===== config.mk =====
export PLATFORM = sky130hd
export DESIGN_NAME = rf_commit_ctrl
export DESIGN_NICKNAME = d
export VERILOG_FILES = /design/src/rtl/rf_commit_ctrl.sv
export SDC_FILE = /design/constraint.sdc
export NUM_CORES = 1
export LEC_CHECK = 0
export BUFFER_PORTS_ARGS = -buffer_cell sky130_fd_sc_hd__buf_2
export CORE_MARGIN = 2
export CORE_UTILIZATION = 48
export DETAILED_ROUTE_END_ITERATION = 12
export MAX_ROUTING_LAYER = met4
export PLACE_DENSITY = 0.79
export SETUP_SLACK_MARGIN = 0.2
export SLEW_MARGIN = 20
export SYNTH_ARGS = -nofsm -noshare
export SYNTH_HDL_FRONTEND = slang
export SYNTH_SLANG_ARGS = --single-unit

===== constraint.sdc =====
create_clock -name clk -period 2.8 [get_ports clk]
set_input_delay 0.42 -clock clk [delete_from_list [all_inputs] [get_ports clk]]
set_output_delay 0.42 -clock clk [all_outputs]
set_load 0.005 [all_outputs]

===== src/rtl/rf_commit_ctrl.sv =====
// ---------------------------------------------------------------------------
// rf_commit_ctrl
//
// Purpose:
//   Commit sequencer between the reorder-buffer head and the RegFile commit
//   port. It pops retiring entries from the ROB with a valid/ready handshake
//   and drives the RegFile commit port one cycle after each accept.
//   An excepting entry, or an external flush request, produces a one-cycle
//   restore/flush pulse. Retirement is then held off for a drain window of
//   DRAIN_CYCLES cycles. A 32-bit counter tracks retired entries.
//
// Parameters:
//   DRAIN_CYCLES   cycles spent in DRAIN after the restore pulse (1..15)
//   ADDR_W         register address width (RegFile address bus)
//   DATA_W         data width (RegFile data bus)
//
// Ports:
//   clk             clock
//   rst             synchronous, active-low reset
//   rob_valid       ROB head entry is complete and retirable
//   rob_ready       head entry is accepted this cycle (when rob_valid)
//   rob_dest_en     head entry writes a register
//   rob_dest_addr   destination register of head entry
//   rob_data        result value of head entry
//   rob_exc         head entry raised an exception
//   flush_req       external flush request (level, sampled every cycle)
//   commit_en       RegFile write enable
//   commit_restore  RegFile: drop all outstanding ref IDs
//   commit_addr     RegFile write address
//   commit_data     RegFile write data
//   flush           one-cycle pulse to front end / ROB
//   busy            controller is in RESTORE or DRAIN
//   retire_count    number of accepted non-excepting entries (wraps)
// ---------------------------------------------------------------------------
module rf_commit_ctrl #(
    parameter int DRAIN_CYCLES = 2,
    parameter int ADDR_W       = 5,
    parameter int DATA_W       = 32
) (
    input  logic              clk,
    input  logic              rst,
    input  logic              rob_valid,
    output logic              rob_ready,
    input  logic              rob_dest_en,
    input  logic [ADDR_W-1:0] rob_dest_addr,
    input  logic [DATA_W-1:0] rob_data,
    input  logic              rob_exc,
    input  logic              flush_req,
    output logic              commit_en,
    output logic              commit_restore,
    output logic [ADDR_W-1:0] commit_addr,
    output logic [DATA_W-1:0] commit_data,
    output logic              flush,
    output logic              busy,
    output logic [31:0]       retire_count
);

    localparam logic [1:0] ST_RUN     = 2'd0;
    localparam logic [1:0] ST_RESTORE = 2'd1;
    localparam logic [1:0] ST_DRAIN   = 2'd2;

    localparam logic [3:0] DRAIN_LOAD = 4'(DRAIN_CYCLES);

    logic [1:0]        r_state;
    logic [3:0]        r_drain_cnt;
    logic              r_commit_en;
    logic              r_commit_restore;
    logic [ADDR_W-1:0] r_commit_addr;
    logic [DATA_W-1:0] r_commit_data;
    logic              r_flush;
    logic [31:0]       r_retire_count;

    logic              w_run;
    logic              w_accept;
    logic              w_dest_nonzero;

    // Ready is a function of state and flush_req only, never of rob_valid,
    // so the ROB may legally wait for ready before raising valid.
    assign w_run          = (r_state == ST_RUN);
    assign rob_ready      = w_run && !flush_req;
    assign w_accept       = rob_valid && rob_ready;
    assign w_dest_nonzero = (rob_dest_addr != '0);

    always_ff @(posedge clk) begin
        if (!rst) begin
            r_state          <= ST_RUN;
            r_drain_cnt      <= '0;
            r_commit_en      <= 1'b0;
            r_commit_restore <= 1'b0;
            r_commit_addr    <= '0;
            r_commit_data    <= '0;
            r_flush          <= 1'b0;
            r_retire_count   <= '0;
        end else begin
            // Commit and restore outputs are single-cycle pulses; they fall
            // back to zero unless this cycle produces a new one.
            r_commit_en      <= 1'b0;
            r_commit_restore <= 1'b0;
            r_commit_addr    <= '0;
            r_commit_data    <= '0;
            r_flush          <= 1'b0;

            case (r_state)
                ST_RUN: begin
                    if (flush_req) begin
                        // flush_req masks ready, so no entry is taken here.
                        r_state          <= ST_RESTORE;
                        r_commit_restore <= 1'b1;
                        r_flush          <= 1'b1;
                    end else if (w_accept) begin
                        if (rob_exc) begin
                            r_state          <= ST_RESTORE;
                            r_commit_restore <= 1'b1;
                            r_flush          <= 1'b1;
                        end else begin
                            // Writes to register 0 are suppressed but the
                            // entry still retires and is counted.
                            r_commit_en    <= rob_dest_en && w_dest_nonzero;
                            r_commit_addr  <= rob_dest_addr;
                            r_commit_data  <= rob_data;
                            r_retire_count <= r_retire_count + 32'd1;
                        end
                    end
                end

                ST_RESTORE: begin
                    r_drain_cnt <= DRAIN_LOAD;
                    r_state     <= ST_DRAIN;
                end

                ST_DRAIN: begin
                    // A flush seen while draining restarts the window; the
                    // RegFile has already been restored so no second pulse.
                    if (flush_req) begin
                        r_drain_cnt <= DRAIN_LOAD;
                    end else if (r_drain_cnt <= 4'd1) begin
                        r_state <= ST_RUN;
                    end else begin
                        r_drain_cnt <= r_drain_cnt - 4'd1;
                    end
                end

                default: begin
                    r_state <= ST_RUN;
                end
            endcase
        end
    end

    assign commit_en      = r_commit_en;
    assign commit_restore = r_commit_restore;
    assign commit_addr    = r_commit_addr;
    assign commit_data    = r_commit_data;
    assign flush          = r_flush;
    assign busy           = !w_run;
    assign retire_count   = r_retire_count;

endmodule


After elaboration in Yosys (flattened, before gate mapping)
Cells that the tools add are included.

operators by class
  add/subtract/negate cells = 2
  order comparisons = 1
  equal/unequal tests = 7
  mux-type cells = 12
  bitwise gates (word level) = 5
  reduce and logical (&&, ||, !) cells = 13

operator list
  operator                                                         count
  adder 32 x 1 -> 32 bit (second input constant)                   1
  two-way mux 2 bit                                                5
  two-way mux 4 bit                                                2
  one-hot mux 4 bit (2 select lines)                               1
  AND reduction 4 bit                                              2
  inequality test 3 bit (second input constant)                    2
  one-hot mux 2 bit (3 select lines)                               1
  NOT 1 bit                                                        5
  nonzero test 5 bit                                               1
  OR reduction 5 bit                                               1
  less-or-equal comparator 4 x 1 -> 1 bit (second input constant)  1
  inequality test 2 bit (second input constant)                    2
  AND reduction 2 bit                                              2
  subtractor 4 x 1 -> 4 bit (second input constant)                1
  logical AND 1 bit                                                3
  two-way mux 1 bit                                                3
  inequality test 3 x 2 -> 1 bit (second input constant)           1
  equality test 2 x 1 -> 1 bit (second input constant)             1
  equality test 2 bit (second input constant)                      1
  zero test 1 bit                                                  2
  zero test 2 bit                                                  1
  nonzero test 2 bit                                               1

storage, ports and cells
  register bits after elaboration = 77
  output and inout bits = 74
  word-level logic and storage cells = 47

Longest topological paths before layout
  word-level depth = 6
  gate-level depth with buffers = 8
  depth with buffers taken out = 6

Least setup slack after synthesis
Ideal clock, no wire load.

  kind = input -> register
  from = in flush_req
  to = reg r_retire_count[27] (netlist: retire_count[27])
  data arrival time = 2.104 ns
  slack = 0.625 ns
  stages = 6
  buffers on the path = 2
  cell sequence = or3_1 > buf_2 > or4_1 > buf_2 > or4_1 > a21oi_1

between the ends
  longest elaborated chain between the ends = 4
  elaborated cells on any way between the ends = 5

ends and longest elaborated chain
  what                               line  text
  start: declaration                 48    input logic flush_req,
  zero test 1 bit                    80    assign rob_ready = w_run && !flush_req;
  logical AND 1 bit                  80
  logical AND 1 bit                  81    assign w_accept = rob_valid && rob_ready;
  AND reduction 4 bit (no line) (*)  n/a
  end signal: assignment             121   r_retire_count <= r_retire_count + 32'd1;
  end: declaration                   71    logic [31:0] r_retire_count;

Mark *: on every way between the ends. The rest lies on a longest branch, timed or not.
A chain may end at the register's enable or synchronous reset.

Worst setup path in the final report
  from = reg r_state[0]
  to = reg r_retire_count[27] (netlist: retire_count[27])

between the ends
  longest elaborated chain between the ends = 4

ends and longest elaborated chain
  what                               line     text
  start: declaration                 64       logic [1:0] r_state;
  start signal: assignment           86       r_state <= ST_RUN;
  start signal: assignment           107      r_state <= ST_RESTORE;
  start signal: assignment           112      r_state <= ST_RESTORE;
  zero test 2 bit (*)                79, 103
  logical AND 1 bit                  80
  logical AND 1 bit                  81
  AND reduction 4 bit (no line) (*)  n/a

Marks and branches as above.

==> results.sh <==
export IMPL_cp_required_ps=3080
export IMPL_p_int_uw=1700
export IMPL_cp_num_buf_inv=0
export IMPL_cts_sinks=77
export IMPL_tightestPinTransition_ps=425
export IMPL_worst_setup_path_end_kind="register"
export IMPL_setup_tns_ps=0
export IMPL_clock_skew_ps=8.23
export IMPL_finalHoldViolCount=0
export IMPL_ir_drop_mv=0.523
export IMPL_cp_cell_sequence="or3_1 > or4_1 > or4_1 > a21oi_1"
export IMPL_swShare_pct=22.2
export IMPL_avgSynthCellArea_um2=9.48
export IMPL_die_h_um=83.0
export IMPL_fin_crit_sh_pct=80.9
export IMPL_hpwl_um=5000
export IMPL_grt_max_degree=39
export IMPL_cp_slowest_cell="or4_1"
export IMPL_syn2layout_area_growth_pct=28.2
export IMPL_p_leak_uw=0.00167
export IMPL_die_x_um=83.0
export IMPL_setup_viol_count_final=0
export IMPL_wl_met2_um=3120
export IMPL_cts_setup_buffers=0
export IMPL_p_per_area_nw_per_um2=569
export IMPL_p_seq_share_pct=51.3
export IMPL_clkSlewWorstSetupHoldPaths_ps=80
export IMPL_drt_iter0_markers=225
export IMPL_max_freq_mhz=441
export IMPL_yosys_warnings=0
export IMPL_holdPathStages=2
export IMPL_synth_top_cell_area_share_pct=51.5
export IMPL_synth_area_leaders="dfxtp_1 51%, and2_1 8.1%, or4_1 4.5%, a21oi_1 4.3%, o31ai_1 4.0%"
export IMPL_clk_latency_ps=350
export IMPL_holdBufCountCts=0
export IMPL_r2r_start="r_state[0]$_SDFFE_PN0P_"
export IMPL_synth_nets=362
export IMPL_numCtsBuffers=9
export IMPL_max_cap_viol_count=0
export IMPL_dp_cells=490
export IMPL_synth_top_area_cell="dfxtp_1"
export IMPL_drt_met1_wl_um=2990
export IMPL_rsz0062_at_grt="no"
export IMPL_worstSetupPathType="reg2reg"
export IMPL_io_pins=117
export IMPL_critPathMostFrequentCell="or4_1"
export IMPL_maxSlewViolCount=0
export IMPL_drive_gt1_share_pct=32.3
export IMPL_synth_area_um2=2990
export IMPL_htree_levels=3
export IMPL_stdcell_count=506
export IMPL_worstHoldStart="rob_data[31]"
export IMPL_start_util_pct=50.0
export IMPL_synthCells=316
export IMPL_path_max_fanout=10
export IMPL_status="finished clean"
export IMPL_wl_per_cell_um=13.4
export IMPL_crit_start="r_state[0]$_SDFFE_PN0P_"
export IMPL_slew_headroom_pct=71.6
export IMPL_cts_root_buf="clkbuf_8"
export IMPL_yosysSeqAreaShare_pct=51.5
export IMPL_drc_errors=0
export IMPL_cts_tree="done"
export IMPL_reg2reg_depth=4
export IMPL_cp_start_kind="register"
export IMPL_arrival_ps=2550
export IMPL_routed_wl_um=6780
export IMPL_die_area_um2=6890
export IMPL_grt_antenna_before_repair=0
export IMPL_p_sw_uw=485
export IMPL_io_buffers=116
export IMPL_track_usage_pct=20.1
export IMPL_clk_path_buf_depth=2
export IMPL_core_rowCount=28
export IMPL_cts_resized=0
export IMPL_overflow=0
export IMPL_hp_class="in2reg"
export IMPL_wl_met3_um=571
export IMPL_hold_end="commit_data[31]$_SDFF_PP0_"
export IMPL_first_global_vias=2404
export IMPL_fin_util_pct=64.1
export IMPL_coreArea_um2=5990
export IMPL_async_flop_share_pct=0
export IMPL_routed_top_layer="met4"
export IMPL_cpLargestDelayFamily="simple AND/OR/NAND/NOR gates"
export IMPL_diodes=0
export IMPL_ant_nets=0
export IMPL_ff2ff_setup_slack_ps=530
export IMPL_gp_congestion=0.823
export IMPL_combPwrFrac_pct=5.3
export IMPL_route_vias_total=2745
export IMPL_synth_edf_count=0
export IMPL_reg2reg_to="retire_count[27]$_SDFFE_PN0P_"
export IMPL_grt_pass1_wl_um=11000
export IMPL_synth_cell_types=39
export IMPL_slowest_delay_ps=720
export IMPL_p_clk_share_pct=43.4
export IMPL_vias_per_cell=5.42
export IMPL_ys_flop_type="dfxtp_1"
export IMPL_synth_seq_cells=77
export IMPL_fin_nets=472
export IMPL_period_needed_ps=2270
export IMPL_firstDrtPassIters=4
==> kinds of logic after synthesis <==
family / synth area share, %
fa+ha+maj: 1.25
flops: 51.5
simple gates: 28.0
buf+inv: 3.47
xor+xnor: 2.05
compound gates: 13.8
==> Yosys cell counts (5+ instances only) <==
| library cell | count |
|---|---|
| nor2_1 | 8 |
| nand2_1 | 16 |
| or4_1 | 18 |
| clkbuf_1 | 12 |
| dfxtp_1 | 77 |
| nor3_1 | 6 |
| xnor2_1 | 5 |
| and2_1 | 39 |
| nand2b_1 | 5 |
| nand3_1 | 11 |
| inv_1 | 6 |
| or3_1 | 7 |
| nand4_1 | 10 |
| o31ai_1 | 16 |
| a21oi_1 | 26 |
==> metal layers <==
metal	up-vias	global-route usage [%]
met3	10	5.47
met4	0	8.94
met5	-	-
met2	114	30.6
li1	1373	-
met1	1248	24.9
==> worst max path at each step <==
| stage | slack [ps] | to | cells after the start |
|---|---|---|---|
| final | 530 | retire_count[27]$_SDFFE_PN0P_ | 4 |
| after detailed placement | 380 | retire_count[27]$_SDFFE_PN0P_ | 5 |
| after global placement | 390 | retire_count[27]$_SDFFE_PN0P_ | 5 |
| after CTS | 550 | retire_count[27]$_SDFFE_PN0P_ | 4 |
| after global routing | 440 | retire_count[26]$_SDFFE_PN0P_ | 5 |
| after floorplan | 630 | retire_count[27]$_SDFFE_PN0P_ | 6 |
==> state kept, by name, summed over array words and instances (netlist names) <==
signal / count
flush: 1
retire_count: 32
commit_en: 1
r_drain_cnt: 4
commit_addr: 5
commit_data: 32
r_state: 2
==> cells in the final DEF, fill, tap and decap left out, types with 5 or more instances in the layout <==
master	netlist	layout
xnor2_1	5	5
or4_1	18	18
inv_1	6	6
o31ai_1	16	16
or3_1	7	7
clkbuf_8	0	10
nor3_1	6	6
buf_2	2	116
and2_1	39	39
nor2_1	8	7
dfxtp_1	77	77
a21oi_1	26	26
nand2b_1	5	5
nand3_1	11	11
nand2_1	16	16
nand4_1	10	10
==> layout make-up <==
class                           instances  area, um2
Fill cell                             507       2150
Sequential cell                        77       1540
Multi-Input combinational cell        213       1350
Timing Repair Buffer                  118        596
Clock buffer                           10        138
Tap cell                               75       93.8
Clock inverter                          6       92.6
Inverter                                7       26.3
==> power by group through the flow <==
stage / clock [uW] / combinational (uW) / sequential (uW)
3_5_place_dp: 0 / 117 / 1150
2_1_floorplan: 0 / 58.8 / 1150
6_report: 949 / 116 / 1120
3_3_place_gp: 0 / 115 / 1140
5_1_grt: 1010 / 131 / 1120
4_1_cts: 964 / 117 / 1120
==> metrics by stage <==
step           instance area [um2]  setup WS [ps]  hold WS (ps)  power [uW]
3_5_place_dp                  3610            379           482        1260
5_1_grt                       3840            442           256        2270
2_1_floorplan                 2990            625           468        1200
4_1_cts                       3840            548           253        2200
3_3_place_gp                  3610            393           461        1260
6_report                      3840            534           263        2180
(Power assumes the default switching activity.)
